$ cat src/rtl/imem_boot_loader_if.sv
// Byte-stream receive handshake and instruction-memory write port of the boot loader.
// The loader sits on the slave side; the byte source / memory model uses master.
interface imem_boot_loader_if #(
  parameter int PROG_CTR_WID = 10
) ();
  logic [7:0]              rx_data;
  logic                    rx_valid;
  logic                    rx_ready;
  logic                    imem_wr_en;
  logic [PROG_CTR_WID-1:0] imem_wr_addr;
  logic [15:0]             imem_wr_data;

  modport slave (
    input  rx_data, rx_valid,
    output rx_ready, imem_wr_en, imem_wr_addr, imem_wr_data
  );

  modport master (
    output rx_data, rx_valid,
    input  rx_ready, imem_wr_en, imem_wr_addr, imem_wr_data
  );
endinterface

$ cat src/rtl/imem_boot_loader.sv
// Serial program loader: assembles 16-bit words from a byte frame, writes them to
// instruction memory, verifies an XOR checksum and releases cpu_reset on success.
module imem_boot_loader #(
  parameter int PROG_CTR_WID = 10
) (
  input  logic                clk,
  input  logic                reset,
  imem_boot_loader_if.slave   bus,
  input  logic                reload,
  output logic                cpu_reset,
  output logic                load_done,
  output logic                load_err
);

  localparam logic [16:0] DEPTH = 17'(2**PROG_CTR_WID);

  typedef enum logic [2:0] {
    S_CNT_HI, S_CNT_LO, S_INS_HI, S_INS_LO, S_CHK, S_DONE, S_ERR
  } state_t;

  state_t                  state, state_next;
  logic                    xfer;
  logic                    last_word;
  logic [15:0]             n_word;
  logic [15:0]             cnt;
  logic [7:0]              cnt_hi;
  logic [7:0]              ins_hi;
  logic [7:0]              xor_acc;
  logic [PROG_CTR_WID-1:0] addr_cnt;
  logic                    wr_en_p1;
  logic [PROG_CTR_WID-1:0] wr_addr_p1;
  logic [15:0]             wr_data_p1;

  // A reload cycle refuses the byte so the restart never swallows frame data.
  assign bus.rx_ready = (state != S_DONE) && (state != S_ERR) && !reload;
  assign xfer         = bus.rx_valid && bus.rx_ready;
  assign n_word       = {cnt_hi, bus.rx_data};
  assign last_word    = ((17'(addr_cnt) + 17'd1) == 17'(cnt));

  always_ff @(posedge clk or posedge reset) begin
    if (reset) state <= S_CNT_HI;
    else       state <= state_next;
  end

  always_comb begin
    state_next = state;
    if (reload) begin
      state_next = S_CNT_HI;
    end else if (xfer) begin
      case (state)
        S_CNT_HI: state_next = S_CNT_LO;
        S_CNT_LO: begin
          if (n_word == 16'd0)              state_next = S_CHK;
          else if ({1'b0, n_word} > DEPTH)  state_next = S_ERR;
          else                              state_next = S_INS_HI;
        end
        S_INS_HI: state_next = S_INS_LO;
        S_INS_LO: state_next = last_word ? S_CHK : S_INS_HI;
        S_CHK:    state_next = (bus.rx_data == xor_acc) ? S_DONE : S_ERR;
        default:  state_next = state;
      endcase
    end
  end

  // Stage p1: registered memory write and status outputs
  always_ff @(posedge clk or posedge reset) begin
    if (reset) begin
      xor_acc    <= 8'd0;
      cnt        <= 16'd0;
      addr_cnt   <= '0;
      wr_en_p1   <= 1'b0;
      wr_addr_p1 <= '0;
      wr_data_p1 <= 16'd0;
      cpu_reset  <= 1'b1;
      load_done  <= 1'b0;
      load_err   <= 1'b0;
    end else begin
      wr_en_p1 <= 1'b0;
      if (reload) begin
        xor_acc  <= 8'd0;
        cnt      <= 16'd0;
        addr_cnt <= '0;
      end else if (xfer) begin
        if (state != S_CHK) xor_acc <= xor_acc ^ bus.rx_data;
        if (state == S_CNT_LO) cnt <= n_word;
        if (state == S_INS_LO) begin
          wr_en_p1   <= 1'b1;
          wr_addr_p1 <= addr_cnt;
          wr_data_p1 <= {ins_hi, bus.rx_data};
          // Hold at the final address so a full-depth image never wraps to 0.
          if (!last_word) addr_cnt <= addr_cnt + 1'b1;
        end
      end
      cpu_reset <= reload || (state != S_DONE);
      load_done <= (state_next == S_DONE);
      load_err  <= (state_next == S_ERR);
    end
  end

  always_ff @(posedge clk) begin
    if (xfer && (state == S_CNT_HI)) cnt_hi <= bus.rx_data;
    if (xfer && (state == S_INS_HI)) ins_hi <= bus.rx_data;
  end

  assign bus.imem_wr_en   = wr_en_p1;
  assign bus.imem_wr_addr = wr_addr_p1;
  assign bus.imem_wr_data = wr_data_p1;

endmodule
$ cat src/flat_wrapper.sv
// flat-port wrapper written by rule: the top's interface ports become plain ports
module imem_boot_loader_flat 
#(
  parameter int PROG_CTR_WID = 10
)
  (clk, reset, reload, cpu_reset, load_done, load_err, bus_rx_data, bus_rx_valid, bus_rx_ready, bus_imem_wr_en, bus_imem_wr_addr, bus_imem_wr_data);
  imem_boot_loader_if #(.PROG_CTR_WID(PROG_CTR_WID)) bus_i ();
  input  logic clk;
  input  logic reset;
  input  logic reload;
  output logic cpu_reset;
  output logic load_done;
  output logic load_err;
  input wire logic [$bits(bus_i.rx_data)-1:0] bus_rx_data;
  input wire logic [$bits(bus_i.rx_valid)-1:0] bus_rx_valid;
  output wire logic [$bits(bus_i.rx_ready)-1:0] bus_rx_ready;
  output wire logic [$bits(bus_i.imem_wr_en)-1:0] bus_imem_wr_en;
  output wire logic [$bits(bus_i.imem_wr_addr)-1:0] bus_imem_wr_addr;
  output wire logic [$bits(bus_i.imem_wr_data)-1:0] bus_imem_wr_data;
  assign bus_i.rx_data = bus_rx_data;
  assign bus_i.rx_valid = bus_rx_valid;
  assign bus_rx_ready = bus_i.rx_ready;
  assign bus_imem_wr_en = bus_i.imem_wr_en;
  assign bus_imem_wr_addr = bus_i.imem_wr_addr;
  assign bus_imem_wr_data = bus_i.imem_wr_data;
  imem_boot_loader #(.PROG_CTR_WID(PROG_CTR_WID)) u_core (.clk(clk), .reset(reset), .bus(bus_i), .reload(reload), .cpu_reset(cpu_reset), .load_done(load_done), .load_err(load_err));
endmodule
$ cat config.mk
export PLATFORM = sky130hd
export DESIGN_NAME = imem_boot_loader_flat
export DESIGN_NICKNAME = d
export VERILOG_FILES = /design/src/rtl/imem_boot_loader_if.sv /design/src/rtl/imem_boot_loader.sv /design/src/flat_wrapper.sv
export SDC_FILE = /design/constraint.sdc
export NUM_CORES = 1
export LEC_CHECK = 0
export CAP_MARGIN = 10
export CORE_UTILIZATION = 38
export CTS_BUF_LIST = sky130_fd_sc_hd__clkbuf_2 sky130_fd_sc_hd__clkbuf_4 sky130_fd_sc_hd__clkbuf_8
export DETAILED_ROUTE_END_ITERATION = 16
export HOLD_SLACK_MARGIN = 0.06
export PLACE_DENSITY = 0.71
export SYNTH_ARGS = -nofsm -noshare
export SYNTH_HDL_FRONTEND = slang
export SYNTH_SLANG_ARGS = --single-unit
$ cat constraint.sdc
create_clock -name clk -period 2.75 [get_ports clk]
set_input_delay 0.55 -clock clk [delete_from_list [all_inputs] [get_ports clk]]
set_output_delay 0.55 -clock clk [all_outputs]
set_load 0.005 [all_outputs]
==> impl_results.md, run 1 <==
- Flops & latches, synth: between 80 and 90
- Synth area leader: dfrtp_1
- Final ANT Viol Nets: 0
- Iter 0 DRT Violations: 144
- WS Path Type: reg2reg
- PD cells: ~550 nW/um^2
- Fraction of layout cells with a size suffix above 1: 0.144
- Final hold vios: 0
- Max Cap Viol: 0
- RePlAce Congestion: about 0.95
- # rows: 36
- YS warnings: 0
- FF-to-FF path depth: 8
- Share of power burned in registers: 0.508
- HP Class: reg2reg
- IO Pins: 43
- Htree depth: 3
- Ys flop type: dfrtp_1
- Fmax achieved: 363 MHz
- Fin cells: 626
- Hold Buf Count CTS: 0
- NumNets Final: roughly 500
- Switching share of total power: 0.255
- Share of the synthesized area in the top cell type: 0.417
- Largest cells by area after synthesis: dfrtp_1, edfxtp_1, nand2_1, xor2_1, nor2_1
- Critical path data required time: 3.04 ns
- P_int: 2.04 mW
- Worst r2r dst: u_core.addr_cnt[0]
- Vias in the first global route: between 3k and 4k
- Clock tree buffer depth: 2
- Slew Limit Fails: 0
- Largest net degree at the start of global routing: 45
- P_sw: 0.699 mW
- Failing checks: negative setup slack
- Run status: finished with violations
- Antenna violations before repair: 0
- Crit start category: flop
- Syn Nets: 433
- Worst reg2reg setup slack: -0.007 ns
- Number of diodes: 0
- Avg Inst Size Synth: 9.43 um^2
- Drt wl/cell: 14.4 um
- DRC viols: 0
- Dpl ws: -0.0829 ns
- DR pass1 iterations: 4
- Final period util: 1.00
- Clock group share of total power: 0.364
- R2R Path Start: u_core.addr_cnt[0]
- Setup crit end: u_core.addr_cnt[0]
- First-pass GRT wire length: 15200 um
- CP arrival: between 3 and 4 ns
- Dpl cells: 606
- Die H: 104 um
- Critical-path maximum fanout: 8
- Syn Std Cell Area: 3960 um^2
- Count of cell types in the netlist: 51
- Die ar.: between 10000 and 15000 um^2
- Final min period: 2.76 ns
- CP endpoint kind: flop
- Clock skew: around 0.013 ns
- Post-Route WL: 8990 um
- Worst Tran Pin Value: 0.533 ns
- Slew HR: 0.644
- Synth async-reset ratio: 0.807
- Mapped Cells: 420
- Peak VDD IR: around 0.24 mV
- Clock Latency Late Sink: 0.36 ns
- CTS tree: yes
- Worst setup margin: -0.00732 ns
- Die width: about 100 um
- EDFF count, synth: 16
- Comb power frac: 0.128
- Global Route Usage Sum: 0.176
- Vias per cell: 5.09
- Initial core utilization: 0.398
- Routed vias: 3184
- DP Wirelength: 6430 um
- CTS clk-pin slew, worst paths: 0.10 ns
- GRT overflow: 0
- Hold Worst Slack: approximately 0.44 ns
- Cts bufs inserted: 9
- Core region area: 9950 um^2
- Sequential share of the synthesized area: 0.545
- RSZ-0062 raised after global routing: true
- Leak pwr: between 2 and 2.5 nW
- Synth-to-Final Area Change: 26.9%
- Clock tree root driver cell: clkbuf_8
- Clock Sinks: 83
- Crit. Startpoint: u_core.addr_cnt[0]
- Number of port buffers: 42
- # setup viols final: 1
[layout make-up]
class | instances | area (um^2)
Fill cell | 917 | 4920
Sequential cell | 83 | 2160
Multi-Input combinational cell | 307 | 1720
Timing Repair Buffer | 80 | 726
Tap cell | 133 | 166
Clock buffer | 9 | 124
Clock inverter | 7 | 105
Inverter | 7 | 26.3
[layer usage]
metal  track usage  part of all wire
met5             0                 0
met4        0.0929             0.017
met3        0.0276             0.031
met2         0.284              0.48
met1         0.229              0.47
[worst max-delay path: stages, from the launching register on]
cell and delay [ns]:
dfrtp_1 0.43, buf_6 0.15, and4_4 0.24, nand3_1 0.08, a32o_2 0.27, or4_4 0.50
or4_4 0.54, a21oi_4 0.29, mux2_4 0.20
[sequential cells by signal, indices dropped and copies added (netlist names), 3 cells and up]
name and cells:
u_core.xor_acc 8, u_core.cnt_hi 8, u_core.cnt 16, u_core.bus.imem_wr_data 16, u_core.state 3, u_core.addr_cnt 10, u_core.ins_hi 8, u_core.bus.imem_wr_addr 10
[metrics by stage]
| step | instance area, um^2 | util | power, mW | TNS (ns) |
|---|---|---|---|---|
| finish | 5030 | 0.505 | 2.74 | -0.00732 |
| global route | 5030 | 0.505 | 2.86 | -0.385 |
| CTS | 4970 | 0.500 | 2.77 | 0 |
| detailed placement | 4720 | 0.474 | 1.77 | -0.452 |
| global placement | 4720 | 0.474 | 1.76 | 0 |
| floorplan | 3960 | - | 1.58 | 0 |
[cells in the final DEF (no fill, tap or decap), types with 4 or more instances in the layout]
cell type        instances
nand2_1                115
xor2_1                  22
nand3_1                 13
nor2_1                  30
nor4_1                   7
buf_4                   35
o31ai_1                  4
clkdlybuf4s50_1         42
clkbuf_8                 9
dfrtp_1                 64
nor2b_1                  5
o21ai_0                 22
inv_1                    6
nor3_1                   8
nand2b_1                17
edfxtp_1                16
a21oi_1                  9
[worst min path at each step]
stage / start / cells past startpoint / endpoint
2_1_floorplan: u_core.ins_hi[2] / 2 / u_core.bus.imem_wr_data[10]
4_1_cts: u_core.ins_hi[7] / 2 / u_core.bus.imem_wr_data[15]
5_1_grt: u_core.ins_hi[6] / 2 / u_core.bus.imem_wr_data[14]
6_report: u_core.ins_hi[3] / 2 / u_core.bus.imem_wr_data[11]
3_5_place_dp: u_core.ins_hi[6] / 2 / u_core.bus.imem_wr_data[14]
3_3_place_gp: u_core.ins_hi[6] / 2 / u_core.bus.imem_wr_data[14]
[power groups by stage]
stage	Sequential, mW	Clock [mW]	Combinational, mW
2_1_floorplan	1.41	0	0.170
3_3_place_gp	1.42	0	0.344
3_5_place_dp	1.42	0	0.349
4_1_cts	1.39	1.02	0.353
5_1_grt	1.40	1.07	0.389
6_report	1.39	1.00	0.351
[timing repair]
item                       4_1_cts  5_1_grt
setup endpoints to repair        9       10
pin swaps                        1        8
gates resized for setup          6        7
cloned                           0        0
setup buffers                    0        4
[Yosys cell counts (2+ instances only)]
master,number
a211o_1,2
a21o_1,3
a21oi_1,9
a221o_1,2
and2_1,3
and3_1,4
buf_2,5
buf_4,2
clkbuf_1,15
dfrtp_1,66
edfxtp_1,16
inv_1,7
mux2i_1,3
nand2_1,115
nand2b_1,17
nand3_1,14
nand4_1,3
nor2_1,30
nor2b_1,5
nor3_1,10
nor4_1,8
o21ai_0,22
o31ai_1,4
or3_1,3
or4_1,3
or4_4,2
xnor2_1,2
xor2_1,22
[cell families (layout without fill, tap and decap cells)]
family / Yosys count / in the layout / share of synthesized area
mux: 4 / 4 / 0.0104
simple gates: 221 / 221 / 0.256
fa+ha+maj: 1 / 1 / 0.00316
flops: 83 / 83 / 0.545
buf+inv: 30 / 103 / 0.0319
xor+xnor: 25 / 25 / 0.0590
compound gates: 56 / 56 / 0.0950
Note: power is estimated with default switching activity, not from simulation.
==> run 2, diff against run 1 <==
--- a/config.mk
+++ b/config.mk
@@ -11,6 +11,7 @@
 export DETAILED_ROUTE_END_ITERATION = 16
 export HOLD_SLACK_MARGIN = 0.06
 export PLACE_DENSITY = 0.71
+export SETUP_SLACK_MARGIN = 0.3
 export SYNTH_ARGS = -nofsm -noshare
 export SYNTH_HDL_FRONTEND = slang
 export SYNTH_SLANG_ARGS = --single-unit
==> run 2 against run 1 <==
Net effect: the run now ends clean; via count fell by 1.2%; combinational power rose by 4%; first-iteration DRC count rose by 15%; sequential power barely moved; total power fell by 3.3%; cell count fell by 0.48%; clock power fell by 11%; largest cell class unchanged; largest power group unchanged.
==> impl_results.md, run 2 (same netlist as run 1, synthesis figures left out) <==
- HP Class: reg2reg
- Run status: finished, final reports clean
- Crit start category: flop
- Clock skew: about 0.0085 ns
- Slew Limit Fails: 0
- Number of port buffers: 42
- Leading cell types in the layout, fill and taps excluded: nand2_1, dfrtp_1, clkdlybuf4s50_1
- CTS clk-pin slew, worst paths: 0.09 ns
- Fmax achieved: 375 MHz
- Antenna violations before repair: 0
- DR pass1 iterations: 4
- Synth-to-Final Area Change: 26.4%
- DRC viols: 0
- Final period util: 0.970
- Number of diodes: 0
- CP endpoint kind: flop
- Clock group share of total power: 0.336
- RSZ-0062 raised after global routing: true
- Critical-path maximum fanout: 4
- Switching share of total power: 0.262
- Fill count: 903
- Clock Latency Late Sink: 0.36 ns
- P_int: 1.96 mW
- CP arrival: 2.94 ns
- Vias per cell: 5.05
- Worst reg2reg setup slack: 0.08 ns
- Crit. Startpoint: u_core.addr_cnt[1]
- Drt wl/cell: 15.1 um
- Share of power burned in registers: 0.526
- RePlAce Congestion: 0.863
- Comb power frac: 0.138
- Largest net degree at the start of global routing: between 50 and 60
- Clock tree root driver cell: clkbuf_8
- Max Cap Viol: 0
- Cts bufs inserted: 9
- DP Wirelength: 6530 um
- IO Pins: 43
- WS Path Type: reg2reg
- P_sw: between 0.6 and 0.7 mW
- Final min period: 2.67 ns
- Leak pwr: 2.29 nW
- Pwr Total: 2.65 mW
- Critical path data required time: 3.02 ns
- First-pass GRT wire length: 15300 um
- Total negative slack: 0 ns
- Final hold vios: 0
- R2R Path Start: u_core.addr_cnt[1]
- GRT overflow: 0
- FF-to-FF path depth: 9
- Die ar.: around 11000 um^2
- Peak VDD IR: 0.266 mV
- Worst Tran Pin Value: 0.437 ns
- Worst setup margin: 0.0813 ns
- Routed vias: 3147
- Global Route Usage Sum: 0.181
- Fraction of layout cells with a size suffix above 1: 0.151
- Clock Sinks: between 80 and 90
- Clock tree buffer depth: 2
- Core region area: approximately 10000 um^2
- # rows: 36
- Dpl ws: -0.0191 ns
- NumNets Final: 498
- Slew HR: 0.709
- Htree depth: 3
- Initial core utilization: 0.398
- # setup viols final: 0
- Iter 0 DRT Violations: 165
- Most common cell after layout, fill and taps aside: nand2_1
- Final ANT Viol Nets: 0
- Setup crit end: u_core.state[2]
- CTS tree: yes
- Worst r2r dst: u_core.state[2]
- Post-Route WL: 9420 um
- Die width: 104 um
- Vias in the first global route: 2992
- Final core utilization: 0.503
- PD cells: 529 nW/um^2
- Die H: roughly 100 um
run 2: cell types whose count changed in the layout (fill, tap and decap cells not counted), sizes merged:
cell	change
buf	-3
inv	-3
clkinv	+3
bufinv	-1
clkbuf	+1
run 2: power by group through the flow:
stage	clock network, mW	logic [mW]	registers (mW)
2_1_floorplan	0	0.172	1.41
3_3_place_gp	0	0.345	1.42
3_5_place_dp	0	0.351	1.42
4_1_cts	0.919	0.362	1.40
5_1_grt	0.958	0.406	1.41
6_report	0.891	0.365	1.40
run 2: what timing repair did:
item | in CTS | in global routing
resized for setup | 6 | 7
pin swaps | 7 | 1
setup endpoints to repair | 13 | 16
setup buffers | 3 | 3
hold buffers | 0 | 0
run 2: layout make-up:
cell class                      count  area [um^2]  share of cell area
Sequential cell                    83         2160               0.432
Multi-Input combinational cell    307         1750               0.348
Timing Repair Buffer               77          712               0.142
Tap cell                          133          166              0.0332
Clock buffer                       10          131              0.0262
Clock inverter                      6         65.1              0.0130
Inverter                            7         26.3             0.00524
run 2: per-layer routing:
metal,GRT usage,up-vias,part of all wire
met5,0,-,0
met1,0.233,1514,0.46
met3,0.0439,10,0.041
li1,-,1545,-
met4,0.0459,0,0.0080
met2,0.305,78,0.50
run 2: worst max-delay path, stage by stage (launching register included):
cell	delay (ns)
dfrtp_2	0.45
ha_4	0.26
xor2_1	0.14
a21oi_1	0.16
o2111ai_1	0.13
or4_4	0.53
or4_4	0.46
buf_6	0.15
and2_4	0.15
o31ai_2	0.17
run 2: worst min-delay path by stage:
stage                          start                     endpoint  slack [ns]  cells after the start
floorplan           u_core.ins_hi[2]  u_core.bus.imem_wr_data[10]        0.41                      2
global placement    u_core.ins_hi[6]  u_core.bus.imem_wr_data[14]        0.43                      2
detailed placement  u_core.ins_hi[1]   u_core.bus.imem_wr_data[9]        0.43                      2
CTS                 u_core.ins_hi[1]   u_core.bus.imem_wr_data[9]        0.44                      2
global route        u_core.ins_hi[3]  u_core.bus.imem_wr_data[11]        0.47                      2
finish              u_core.ins_hi[1]   u_core.bus.imem_wr_data[9]        0.44                      2
run 2: per-stage QoR:
stage | instance area [um^2] | std cells | hold WS, ns
floorplan | 4000 | 420 | 0.415
global placement | 4720 | 601 | 0.426
detailed placement | 4720 | 601 | 0.425
CTS | 4970 | 620 | 0.435
global route | 5010 | 623 | 0.471
finish | 5010 | 623 | 0.435
